<file path="src/rtl/proc_stim_ctrl_if.sv">
// Signal bundle between the bench-side driver and proc_stim_ctrl.
// The slave modport is the controller's view; the master modport is the driver's view.
interface proc_stim_ctrl_if #(
  parameter int W    = 16,
  parameter int PC_W = 32
);
  logic            proc_rst;
  logic [31:0]     cyc_cnt;
  logic            in_push;
  logic [W-1:0]    in_data;
  logic            in_full;
  logic            in_empty;
  logic            in_adv;
  logic [W-1:0]    in_port;
  logic            int_req;
  logic [31:0]     int_at;
  logic            int_busy;
  logic            interrupt;
  logic [PC_W-1:0] pc;
  logic [W-1:0]    out_port;
  logic            out_chg;
  logic [W-1:0]    out_last;
  logic [15:0]     out_cnt;
  logic            hang;

  modport slave (
    input  in_push, in_data, in_adv, int_req, int_at, pc, out_port,
    output proc_rst, cyc_cnt, in_full, in_empty, in_port, int_busy, interrupt,
           out_chg, out_last, out_cnt, hang
  );

  modport master (
    output in_push, in_data, in_adv, int_req, int_at, pc, out_port,
    input  proc_rst, cyc_cnt, in_full, in_empty, in_port, int_busy, interrupt,
           out_chg, out_last, out_cnt, hang
  );
endinterface

</file>
<file path="src/rtl/proc_stim_ctrl.sv">
// Stimulus/monitor engine for the pipeline processor: reset sequencing, in_port queue,
// scheduled interrupts, out_port change monitor and a PC watchdog.
module proc_stim_ctrl #(
  parameter int W           = 16,
  parameter int PC_W        = 32,
  parameter int RST_CYCLES  = 1,
  parameter int IN_DEPTH    = 8,
  parameter int INT_PULSE   = 1,
  parameter int WDOG_CYCLES = 1024
) (
  input  logic            clk,
  input  logic            rst,
  proc_stim_ctrl_if.slave bus
);
  localparam int AW   = $clog2(IN_DEPTH);
  localparam int HC_W = (RST_CYCLES > 1) ? $clog2(RST_CYCLES) : 1;
  localparam int PL_W = (INT_PULSE > 1) ? $clog2(INT_PULSE) : 1;
  localparam int WD_W = $clog2(WDOG_CYCLES);

  typedef enum logic [1:0] {S_HOLD, S_RUN, S_HANG} state_t;

  function automatic logic [15:0] sat_inc16(input logic [15:0] v);
    return (v == 16'hFFFF) ? v : v + 16'd1;
  endfunction

  state_t          state_q, state_d;
  logic [HC_W-1:0] hold_q;
  logic [31:0]     cyc_q;
  logic [WD_W-1:0] wdog_q, wdog_inc;
  logic [PC_W-1:0] pc_prev_q;
  logic [W-1:0]    mem [IN_DEPTH];
  logic [AW-1:0]   wr_q, rd_q;
  logic [AW:0]     cnt_q;
  logic [W-1:0]    in_port_q;
  logic            armed_q, irq_q;
  logic [31:0]     target_q;
  logic [PL_W-1:0] pulse_q;
  logic            mon_init_q, out_chg_q;
  logic [W-1:0]    out_last_q;
  logic [15:0]     out_cnt_q;

  logic hold_done, pc_same, wdog_hit, full, empty, push_ok, pop_ok, busy, arm_ok;

  assign hold_done = (hold_q == HC_W'(RST_CYCLES - 1));
  assign pc_same   = (bus.pc == pc_prev_q);
  assign wdog_inc  = wdog_q + WD_W'(1);
  // Hang is declared on the edge where the unchanged-pc count reaches WDOG_CYCLES-1.
  assign wdog_hit  = (state_q == S_RUN) && pc_same && (wdog_inc == WD_W'(WDOG_CYCLES - 1));
  assign full      = (cnt_q == (AW+1)'(IN_DEPTH));
  assign empty     = (cnt_q == '0);
  assign pop_ok    = bus.in_adv && !empty;
  assign push_ok   = bus.in_push && (!full || bus.in_adv);
  assign busy      = armed_q || irq_q;
  assign arm_ok    = (state_q == S_RUN) && !busy && bus.int_req;

  always_comb begin
    state_d = state_q;
    case (state_q)
      S_HOLD:  if (hold_done) state_d = S_RUN;
      S_RUN:   if (wdog_hit) state_d = S_HANG;
      S_HANG:  state_d = S_HANG;
      default: state_d = S_HOLD;
    endcase
  end

  always_ff @(posedge clk or posedge rst) begin
    if (rst) begin
      state_q    <= S_HOLD;
      hold_q     <= '0;
      cyc_q      <= '0;
      wdog_q     <= '0;
      wr_q       <= '0;
      rd_q       <= '0;
      cnt_q      <= '0;
      in_port_q  <= '0;
      armed_q    <= 1'b0;
      irq_q      <= 1'b0;
      pulse_q    <= '0;
      mon_init_q <= 1'b0;
      out_chg_q  <= 1'b0;
      out_last_q <= '0;
      out_cnt_q  <= '0;
    end else begin
      state_q <= state_d;
      if (state_q == S_HOLD && !hold_done) hold_q <= hold_q + HC_W'(1);
      if (state_q == S_RUN) cyc_q <= cyc_q + 32'd1;
      wdog_q <= (state_q == S_RUN && pc_same) ? wdog_inc : '0;

      if (push_ok) wr_q <= wr_q + AW'(1);
      if (pop_ok) begin
        rd_q      <= rd_q + AW'(1);
        in_port_q <= mem[rd_q];
      end
      case ({push_ok, pop_ok})
        2'b10:   cnt_q <= cnt_q + (AW+1)'(1);
        2'b01:   cnt_q <= cnt_q - (AW+1)'(1);
        default: cnt_q <= cnt_q;
      endcase

      // Interrupt scheduling only runs in RUN; HOLD and HANG keep it idle and disarmed.
      if (state_q == S_RUN) begin
        if (irq_q) begin
          if (pulse_q == '0) irq_q <= 1'b0;
          else               pulse_q <= pulse_q - PL_W'(1);
        end else if (armed_q && cyc_q >= target_q) begin
          irq_q   <= 1'b1;
          armed_q <= 1'b0;
          pulse_q <= PL_W'(INT_PULSE - 1);
        end else if (arm_ok) begin
          armed_q <= 1'b1;
        end
      end else begin
        armed_q <= 1'b0;
        irq_q   <= 1'b0;
        pulse_q <= '0;
      end

      // The first post-HOLD sample only seeds out_last.
      if (state_q != S_HOLD) begin
        if (!mon_init_q) begin
          mon_init_q <= 1'b1;
          out_last_q <= bus.out_port;
          out_chg_q  <= 1'b0;
        end else if (bus.out_port != out_last_q) begin
          out_last_q <= bus.out_port;
          out_chg_q  <= 1'b1;
          out_cnt_q  <= sat_inc16(out_cnt_q);
        end else begin
          out_chg_q  <= 1'b0;
        end
      end else begin
        out_chg_q <= 1'b0;
      end
    end
  end

  always_ff @(posedge clk) begin
    if (push_ok) mem[wr_q] <= bus.in_data;
    if (arm_ok)  target_q  <= bus.int_at;
    pc_prev_q <= bus.pc;
  end

  assign bus.proc_rst  = (state_q == S_HOLD);
  assign bus.hang      = (state_q == S_HANG);
  assign bus.cyc_cnt   = cyc_q;
  assign bus.in_full   = full;
  assign bus.in_empty  = empty;
  assign bus.in_port   = in_port_q;
  assign bus.int_busy  = busy;
  assign bus.interrupt = irq_q;
  assign bus.out_chg   = out_chg_q;
  assign bus.out_last  = out_last_q;
  assign bus.out_cnt   = out_cnt_q;
endmodule

</file>
<file path="src/flat_wrapper.sv">
// flat-port wrapper written by rule: the top's interface ports become plain ports
module proc_stim_ctrl_flat 
#(
  parameter int W           = 16,
  parameter int PC_W        = 32,
  parameter int RST_CYCLES  = 1,
  parameter int IN_DEPTH    = 8,
  parameter int INT_PULSE   = 1,
  parameter int WDOG_CYCLES = 1024
)
  (clk, rst, bus_in_push, bus_in_data, bus_in_adv, bus_int_req, bus_int_at, bus_pc, bus_out_port, bus_proc_rst, bus_cyc_cnt, bus_in_full, bus_in_empty, bus_in_port, bus_int_busy, bus_interrupt, bus_out_chg, bus_out_last, bus_out_cnt, bus_hang);
  proc_stim_ctrl_if #(.W(W), .PC_W(PC_W)) bus_i ();
  input  logic clk;
  input  logic rst;
  input wire logic [$bits(bus_i.in_push)-1:0] bus_in_push;
  input wire logic [$bits(bus_i.in_data)-1:0] bus_in_data;
  input wire logic [$bits(bus_i.in_adv)-1:0] bus_in_adv;
  input wire logic [$bits(bus_i.int_req)-1:0] bus_int_req;
  input wire logic [$bits(bus_i.int_at)-1:0] bus_int_at;
  input wire logic [$bits(bus_i.pc)-1:0] bus_pc;
  input wire logic [$bits(bus_i.out_port)-1:0] bus_out_port;
  output wire logic [$bits(bus_i.proc_rst)-1:0] bus_proc_rst;
  output wire logic [$bits(bus_i.cyc_cnt)-1:0] bus_cyc_cnt;
  output wire logic [$bits(bus_i.in_full)-1:0] bus_in_full;
  output wire logic [$bits(bus_i.in_empty)-1:0] bus_in_empty;
  output wire logic [$bits(bus_i.in_port)-1:0] bus_in_port;
  output wire logic [$bits(bus_i.int_busy)-1:0] bus_int_busy;
  output wire logic [$bits(bus_i.interrupt)-1:0] bus_interrupt;
  output wire logic [$bits(bus_i.out_chg)-1:0] bus_out_chg;
  output wire logic [$bits(bus_i.out_last)-1:0] bus_out_last;
  output wire logic [$bits(bus_i.out_cnt)-1:0] bus_out_cnt;
  output wire logic [$bits(bus_i.hang)-1:0] bus_hang;
  assign bus_i.in_push = bus_in_push;
  assign bus_i.in_data = bus_in_data;
  assign bus_i.in_adv = bus_in_adv;
  assign bus_i.int_req = bus_int_req;
  assign bus_i.int_at = bus_int_at;
  assign bus_i.pc = bus_pc;
  assign bus_i.out_port = bus_out_port;
  assign bus_proc_rst = bus_i.proc_rst;
  assign bus_cyc_cnt = bus_i.cyc_cnt;
  assign bus_in_full = bus_i.in_full;
  assign bus_in_empty = bus_i.in_empty;
  assign bus_in_port = bus_i.in_port;
  assign bus_int_busy = bus_i.int_busy;
  assign bus_interrupt = bus_i.interrupt;
  assign bus_out_chg = bus_i.out_chg;
  assign bus_out_last = bus_i.out_last;
  assign bus_out_cnt = bus_i.out_cnt;
  assign bus_hang = bus_i.hang;
  proc_stim_ctrl #(.W(W), .PC_W(PC_W), .RST_CYCLES(RST_CYCLES), .IN_DEPTH(IN_DEPTH), .INT_PULSE(INT_PULSE), .WDOG_CYCLES(WDOG_CYCLES)) u_core (.clk(clk), .rst(rst), .bus(bus_i));
endmodule
</file>
<file path="config.mk">
export PLATFORM = sky130hd
export DESIGN_NAME = proc_stim_ctrl_flat
export DESIGN_NICKNAME = d
export VERILOG_FILES = /design/src/rtl/proc_stim_ctrl_if.sv /design/src/rtl/proc_stim_ctrl.sv /design/src/flat_wrapper.sv
export SDC_FILE = /design/constraint.sdc
export NUM_CORES = 1
export LEC_CHECK = 0
export CAP_MARGIN = 20
export CORE_MARGIN = 10
export CORE_UTILIZATION = 49
export CTS_CLUSTER_DIAMETER = 120
export DETAILED_ROUTE_END_ITERATION = 8
export PLACE_DENSITY = 0.77
export SETUP_SLACK_MARGIN = 0.02
export SKIP_LAST_GASP = 1
export SLEW_MARGIN = 20
export SYNTH_ARGS = -nofsm -noshare
export SYNTH_HDL_FRONTEND = slang
export SYNTH_SLANG_ARGS = --single-unit
</file>
<file path="constraint.sdc">
create_clock -name clk -period 3.58 [get_ports clk]
set_input_delay 0.716 -clock clk [delete_from_list [all_inputs] [get_ports clk]]
set_output_delay 0.716 -clock clk [all_outputs]
set_load 0.02 [all_outputs]
</file>
==> metrics.txt, run 1 <==
register area=a little over 8000 um^2; startpoint types=flip-flop; Multi-input gate area=a little over 4000 um^2; DRC=0; Num CTS Buffers=31; final worst path period share=between 80% and 90%; vias per cell=approximately 5.3; final setup violation count=0; Detailed Place HPWL=roughly 18000 um; Worst setup EP type=output port; area share of the largest cell type after synthesis=between 30 and 40%; Clock Latency Late Sink=about 0.56 ns; die height=180 um; DR vias=between 7000 and 8000; area of the die=about 32000 um^2; Yosys reg bits=between 200 and 300; Syn Inst Count=between 800 and 900; final count of hold timing violations=0; Final WS setup=0.640 ns; Area Growth Syn to Fin=27.3%; Syn. warnings=0; Slew HR=about 40%; initial DRC count=slightly below 500; VDD IR max=between 0.4 and 0.5 mV; count leader, synth=edfxtp_1; asr flop ratio synth=35.8%; setup total negative slack=0 ns; prevailing post-synth register cell=edfxtp_1; hold crit path type=flip-flop to flip-flop; vias in the first global route=7738; leakage=just over 6 nW; pre-CTS WS=0.676 ns; H-tree depth=1; Die Wd=180 um; Routed Antenna Nets=0; Post-synth EDFFs=between 150 and 200; Max Cap Viol=0; max-slew violation count=0; wire length per cell=around 19 um; TritonCTS clock tree=done; Setup Crit Path Kind=flip-flop to output port; Cell Rows=58; Worst-path clk slew=about 0.060 ns; synth cell count leaders=160 x edfxtp_1, 107 x dfrtp_1, 95 x xnor2_1; share of cells above drive strength 1=11.6%; quantity of hold-fixing buffers added after cts=0; fill count=1877; largest area contributor in the netlist=edfxtp_1; leading post-synthesis cells by cell area=edfxtp_1 39%, dfrtp_1 21%, xnor2_1 6.7%, mux4_2 5.8%, dfxtp_1 5.1%; met1 usage=between 10% and 20%; final core utilization=between 60% and 70%; routing usage on met2=between 20% and 30%; DRT Pass-1 Iters=5; met3 Use GR=under 10%; pwr dens=between 500 and 600 nW/um^2; TritonCTS Sinks=approximately 300; IO buf count=roughly 190; Worst Max-Slew Pin Slew=about 0.90 ns; Setup Skew=about 0.013 ns; mapped cell area=12500 um^2; Core Area=around 25000 um^2; setup bufs post-CTS=0; gr ovfl total=0; Final Wtd Congestion=about 0.80; fmax=~340 MHz; CP required=2.86 ns; GR peak layer=met2; Post-Route WL=about 26000 um; status=complete, no violations; average size of a mapped cell=about 15 um^2; All-Layer GR Usage=16.0%; num ports=between 150 and 200; Synth cell types=52; maximum root-to-sink buffer count=3; Root Driver=clkbuf_16; initial antenna violation count=2; Seq/Total Area, Yosys=roughly 65%; maximum number of pins on one net before global-route repair=61; Tmin final=2.94 ns; Worst Path Max Fanout=8; Syn Nets=between 1000 and 1500; fin nets=1219; CTS resizes=0; Critical Path AT=between 2 and 2.5 ns; Initial Utilization=approximately half; first-pass GRT wire length=roughly 43000 um; RSZ-0062 raised after global routing=false
final timing paths:
path | slack (ns) | from | end | depth (start not counted)
max in group asynchronous | 2.16 | rst | u_core.rd_q[0] | 3
min reg2reg | 0.48 | u_core.bus.in_port[3] | u_core.bus.in_port[3] | 2
min | 0.48 | u_core.bus.in_port[3] | u_core.bus.in_port[3] | 2
max | 0.64 | u_core.state_q[0] | bus_proc_rst | 3
min in group asynchronous | 0.60 | rst | u_core.bus.out_cnt[4] | 2
max reg2reg | 1.05 | u_core.state_q[1] | u_core.bus.cyc_cnt[25] | 8
placed cells by master, fill, tap and decap left out, types with 2 or more instances in the layout:
cell type,n
ha_1,44
buf_12,2
clkbuf_1,8
clkbuf_16,31
nor4_1,7
and2_1,3
dfrtp_2,2
buf_4,15
nor2b_1,3
clkinv_2,4
and3_1,8
nand2b_1,6
o21a_1,3
bufinv_16,4
nand4_1,38
a21o_1,4
mux4_2,32
xor2_1,15
o21ai_0,24
dfxtp_1,32
nand2_1,64
a21oi_1,14
mux2_2,18
clkdlybuf4s50_1,187
and4_1,5
nor3_1,7
o211ai_1,2
inv_1,47
clkinv_4,2
dfrtp_1,105
xnor2_1,95
edfxtp_1,160
nor3_2,3
clkbuf_8,4
mux2i_1,17
nand3_1,20
nor2_1,35
clkinv_1,3
a31oi_1,2
layer usage:
metal	wire length, um	part of all wire, %
met5	13	0.049
met1	10900	41
met2	13500	51
met3	1460	5.5
met4	523	2.0
power by group:
part / leakage (nW) / switching, mW / internal, mW / total (mW)
Sequential: 3.10 / 0.279 / 4.04 / 4.31
Combinational: 2.49 / 0.911 / 0.998 / 1.91
Clock: 0.515 / 1.30 / 1.97 / 3.27
Total: 6.10 / 2.49 / 7.01 / 9.50
cells by family (layout without fill, tap and decap cells):
group	Yosys count	in the layout	share of synthesized area, %
fa+ha+maj	45	45	4.57
compound gates	57	57	2.88
buf+inv	70	310	2.27
other cells	0	1	0
xor+xnor	110	110	7.72
mux	67	67	8.76
flops	299	299	65.1
simple gates	210	210	8.69
per-stage QoR:
step	hold WS (ns)	area, um^2	power [mW]	std cells
after floorplan	0.464	12500	5.55	858
final	0.480	15900	9.50	1429
after global placement	0.465	14800	6.29	1370
after CTS	0.489	15900	9.63	1428
after detailed placement	0.474	14800	6.33	1370
after global routing	0.511	15900	9.94	1428
layout make-up:
class / count / area share, %
inverters: 48 / 1.15
clock inverters: 15 / 1.24
clock buffers: 43 / 5.42
flip-flops and latches: 299 / 51.1
diodes: 1 / 0.0157
well taps: 330 / 2.60
multi-input cells: 489 / 25.7
repair buffers: 204 / 12.7
sequential cells by signal, indices dropped and copies added, names as in the netlist:
register	cells
u_core.armed_q	1
u_core.bus.cyc_cnt	32
u_core.bus.in_port	16
u_core.bus.interrupt	1
u_core.bus.out_chg	1
u_core.bus.out_cnt	16
u_core.bus.out_last	16
u_core.cnt_q	4
u_core.hold_q	1
u_core.mem	128
u_core.mon_init_q	1
u_core.pc_prev_q	32
u_core.rd_q	3
u_core.state_q	2
u_core.target_q	32
u_core.wdog_q	10
u_core.wr_q	3
critical path, stage by stage (launching register included):
cell and delay, ns:
dfrtp_1 0.40, inv_1 0.09, ha_1 0.45, clkdlybuf4s50_1 0.73
No activity file was read; power rests on OpenSTA's default activity.
==> run 2, diff against run 1 <==
- clock period: 3.58 -> 2.4 ns (I/O delays scaled with it)
==> run 2 against run 1 <==
- worst hold slack got worse by 0.19 ns
- design area increased by 1.2%
- die area unchanged
- sequential power increased by 47%
- power increased by 49%
==> metrics.txt, run 2 (same netlist as run 1, synthesis figures left out) <==
Hold Slack=0.289 ns (-0.191 ns); maximum number of pins on one net before global-route repair=60 (-1.6%); register area=8130 um^2 (about the same); Placement Cell Area=15100 um^2 (+1.8%); status=complete, no violations; crit path cell chain=clkdlybuf4s50_1; Initial Utilization=49.7% (unchanged); startpoint types=flip-flop; CP Launch Point=u_core.bus.cyc_cnt[0]; CP max stage delay=0.71 ns (-0.02 ns); DRC=0 (unchanged); IO buf count=187 (unchanged); pwr dens=879 nW/um^2 (+47%); Top reg by flops=u_core.mem; CP required=1.92 ns (-0.94 ns); final core utilization=64.1% (+0.79 points); r2r startpoint=u_core.cnt_q[0]; Worst setup EP type=output port; Final Wtd Congestion=0.807 (+0.50%); RSZ-0062 raised after global routing=true; Multi-input gate area=4110 um^2 (+0.64%); Max Cap Viol=0 (unchanged); area of the die=32200 um^2 (unchanged); Die Wd=180 um (unchanged); setup total negative slack=0 ns (unchanged); Post-Route WL=27500 um (+3.8%); pre-CTS WS=-0.0859 ns (-0.762 ns); slowest CP cell=clkdlybuf4s50_1; max reg flops=128 (unchanged); length in cells of the worst reg-to-reg path=11 (+3); Cell Rows=58 (unchanged); share of cells above drive strength 1=13.8% (+2.3 points); maximum root-to-sink buffer count=3 (unchanged); Clock Latency Late Sink=0.57 ns (about the same); Setup Skew=0.0272 ns (+0.0147 ns); most frequent cells in the layout=182 x clkdlybuf4s50_1, 160 x edfxtp_1, 104 x dfrtp_1; H-tree depth=1 (unchanged); Core Area=25100 um^2 (unchanged); Slew HR=68.0% (+28 points); Area Growth Syn to Fin=28.9%; Num CTS Buffers=31 (unchanged); fin nets=1236 (+1.4%); setup bufs post-CTS=0 (unchanged); post-route cell area=16100 um^2 (+1.2%); fill count=1880 (+0.16%); num ports=188 (unchanged); initial DRC count=558 (+15%); DR vias=7718 (+2.5%); All-Layer GR Usage=16.6% (+0.62 points); Detailed Place HPWL=19300 um (+5.0%); vias in the first global route=8092 (+4.6%); Root Driver=clkbuf_16; TritonCTS Sinks=299 (unchanged); initial antenna violation count=0 (-2); final count of hold timing violations=0 (unchanged); CP delay by family, top=buffers and inverters; critical path depth=1 (-2); Setup Crit Path Kind=flip-flop to output port; final worst path period share=a little over nine tenths; Final WS setup=0.138 ns (-0.502 ns); VDD IR max=0.815 mV (+65%); gr ovfl total=0 (unchanged); most common cell after layout, fill and taps aside=clkdlybuf4s50_1; Worst Path Max Fanout=6 (-2); vias per cell=5.34 (+1.5%); Worst-path clk slew=0.07 ns (about the same); TritonCTS clock tree=done; max-slew violation count=0 (unchanged); final setup violation count=0 (unchanged); Critical Path AT=1.78 ns (-0.44 ns); Buf+Inv Stages, Crit Path=1 (-1); Routed Antenna Nets=0 (unchanged); n_diodes=0 (-1); hold crit path type=primary input to asynchronous set/reset pin; Worst Max-Slew Pin Slew=0.480 ns (-0.419 ns); leakage=6.20 nW (+1.6%); wire length per cell=19.0 um (+2.7%); die height=180 um (unchanged); DRT Pass-1 Iters=4 (-1); Tmin final=approximately 2.3 ns; fmax=between 400 and 500 MHz; first-pass GRT wire length=44300 um (+3.9%)
run 2: area by class of cell:
| type | count | area share (%) |
|---|---|---|
| Tap cell | 330 | 2.57 |
| Clock inverter | 25 | 1.34 |
| Sequential cell | 299 | 50.5 |
| Multi-Input combinational cell | 489 | 25.6 |
| Timing Repair Buffer | 221 | 14.0 |
| Inverter | 48 | 1.14 |
| Clock buffer | 32 | 4.85 |
run 2: final timing paths:
path | end | slack (ns)
min reg2reg | u_core.bus.in_port[8] | 0.48
max in group asynchronous | u_core.bus.out_last[3] | 1.43
max | bus_cyc_cnt[0] | 0.14
min | u_core.bus.in_port[12] | 0.29
max reg2reg | u_core.cnt_q[3] | 0.15
min in group clk | u_core.pc_prev_q[10] | 0.43
run 2: report_power, final:
part | total, mW | switching [mW] | internal, mW | leakage (nW)
Clock | 4.62 | 2.02 | 2.60 | 0.486
Sequential | 6.35 | 0.331 | 6.02 | 3.10
Combinational | 3.17 | 1.55 | 1.62 | 2.62
Total | 14.1 | 3.90 | 10.2 | 6.20
run 2: metal layers:
metal / vias to the layer above / track usage, % / routed length (um)
li1: 3598 / - / -
met1: 3858 / 21.6 / 11900
met2: 224 / 28.0 / 13500
met3: 38 / 3.41 / 1610
met4: 0 / 4.17 / 497
met5: - / 0 / 0
run 2: per-stage QoR:
stage / instances / power [mW]
CTS: 1444 / 14.3
global placement: 1387 / 9.56
detailed placement: 1387 / 9.67
global route: 1444 / 14.8
finish: 1444 / 14.1
floorplan: 858 / 8.32
run 2: timing repair:
action / in CTS / in global routing
endpoints found under the setup margin: 5 / 5
resized for setup: 5 / 4
hold buffers: 0 / 0
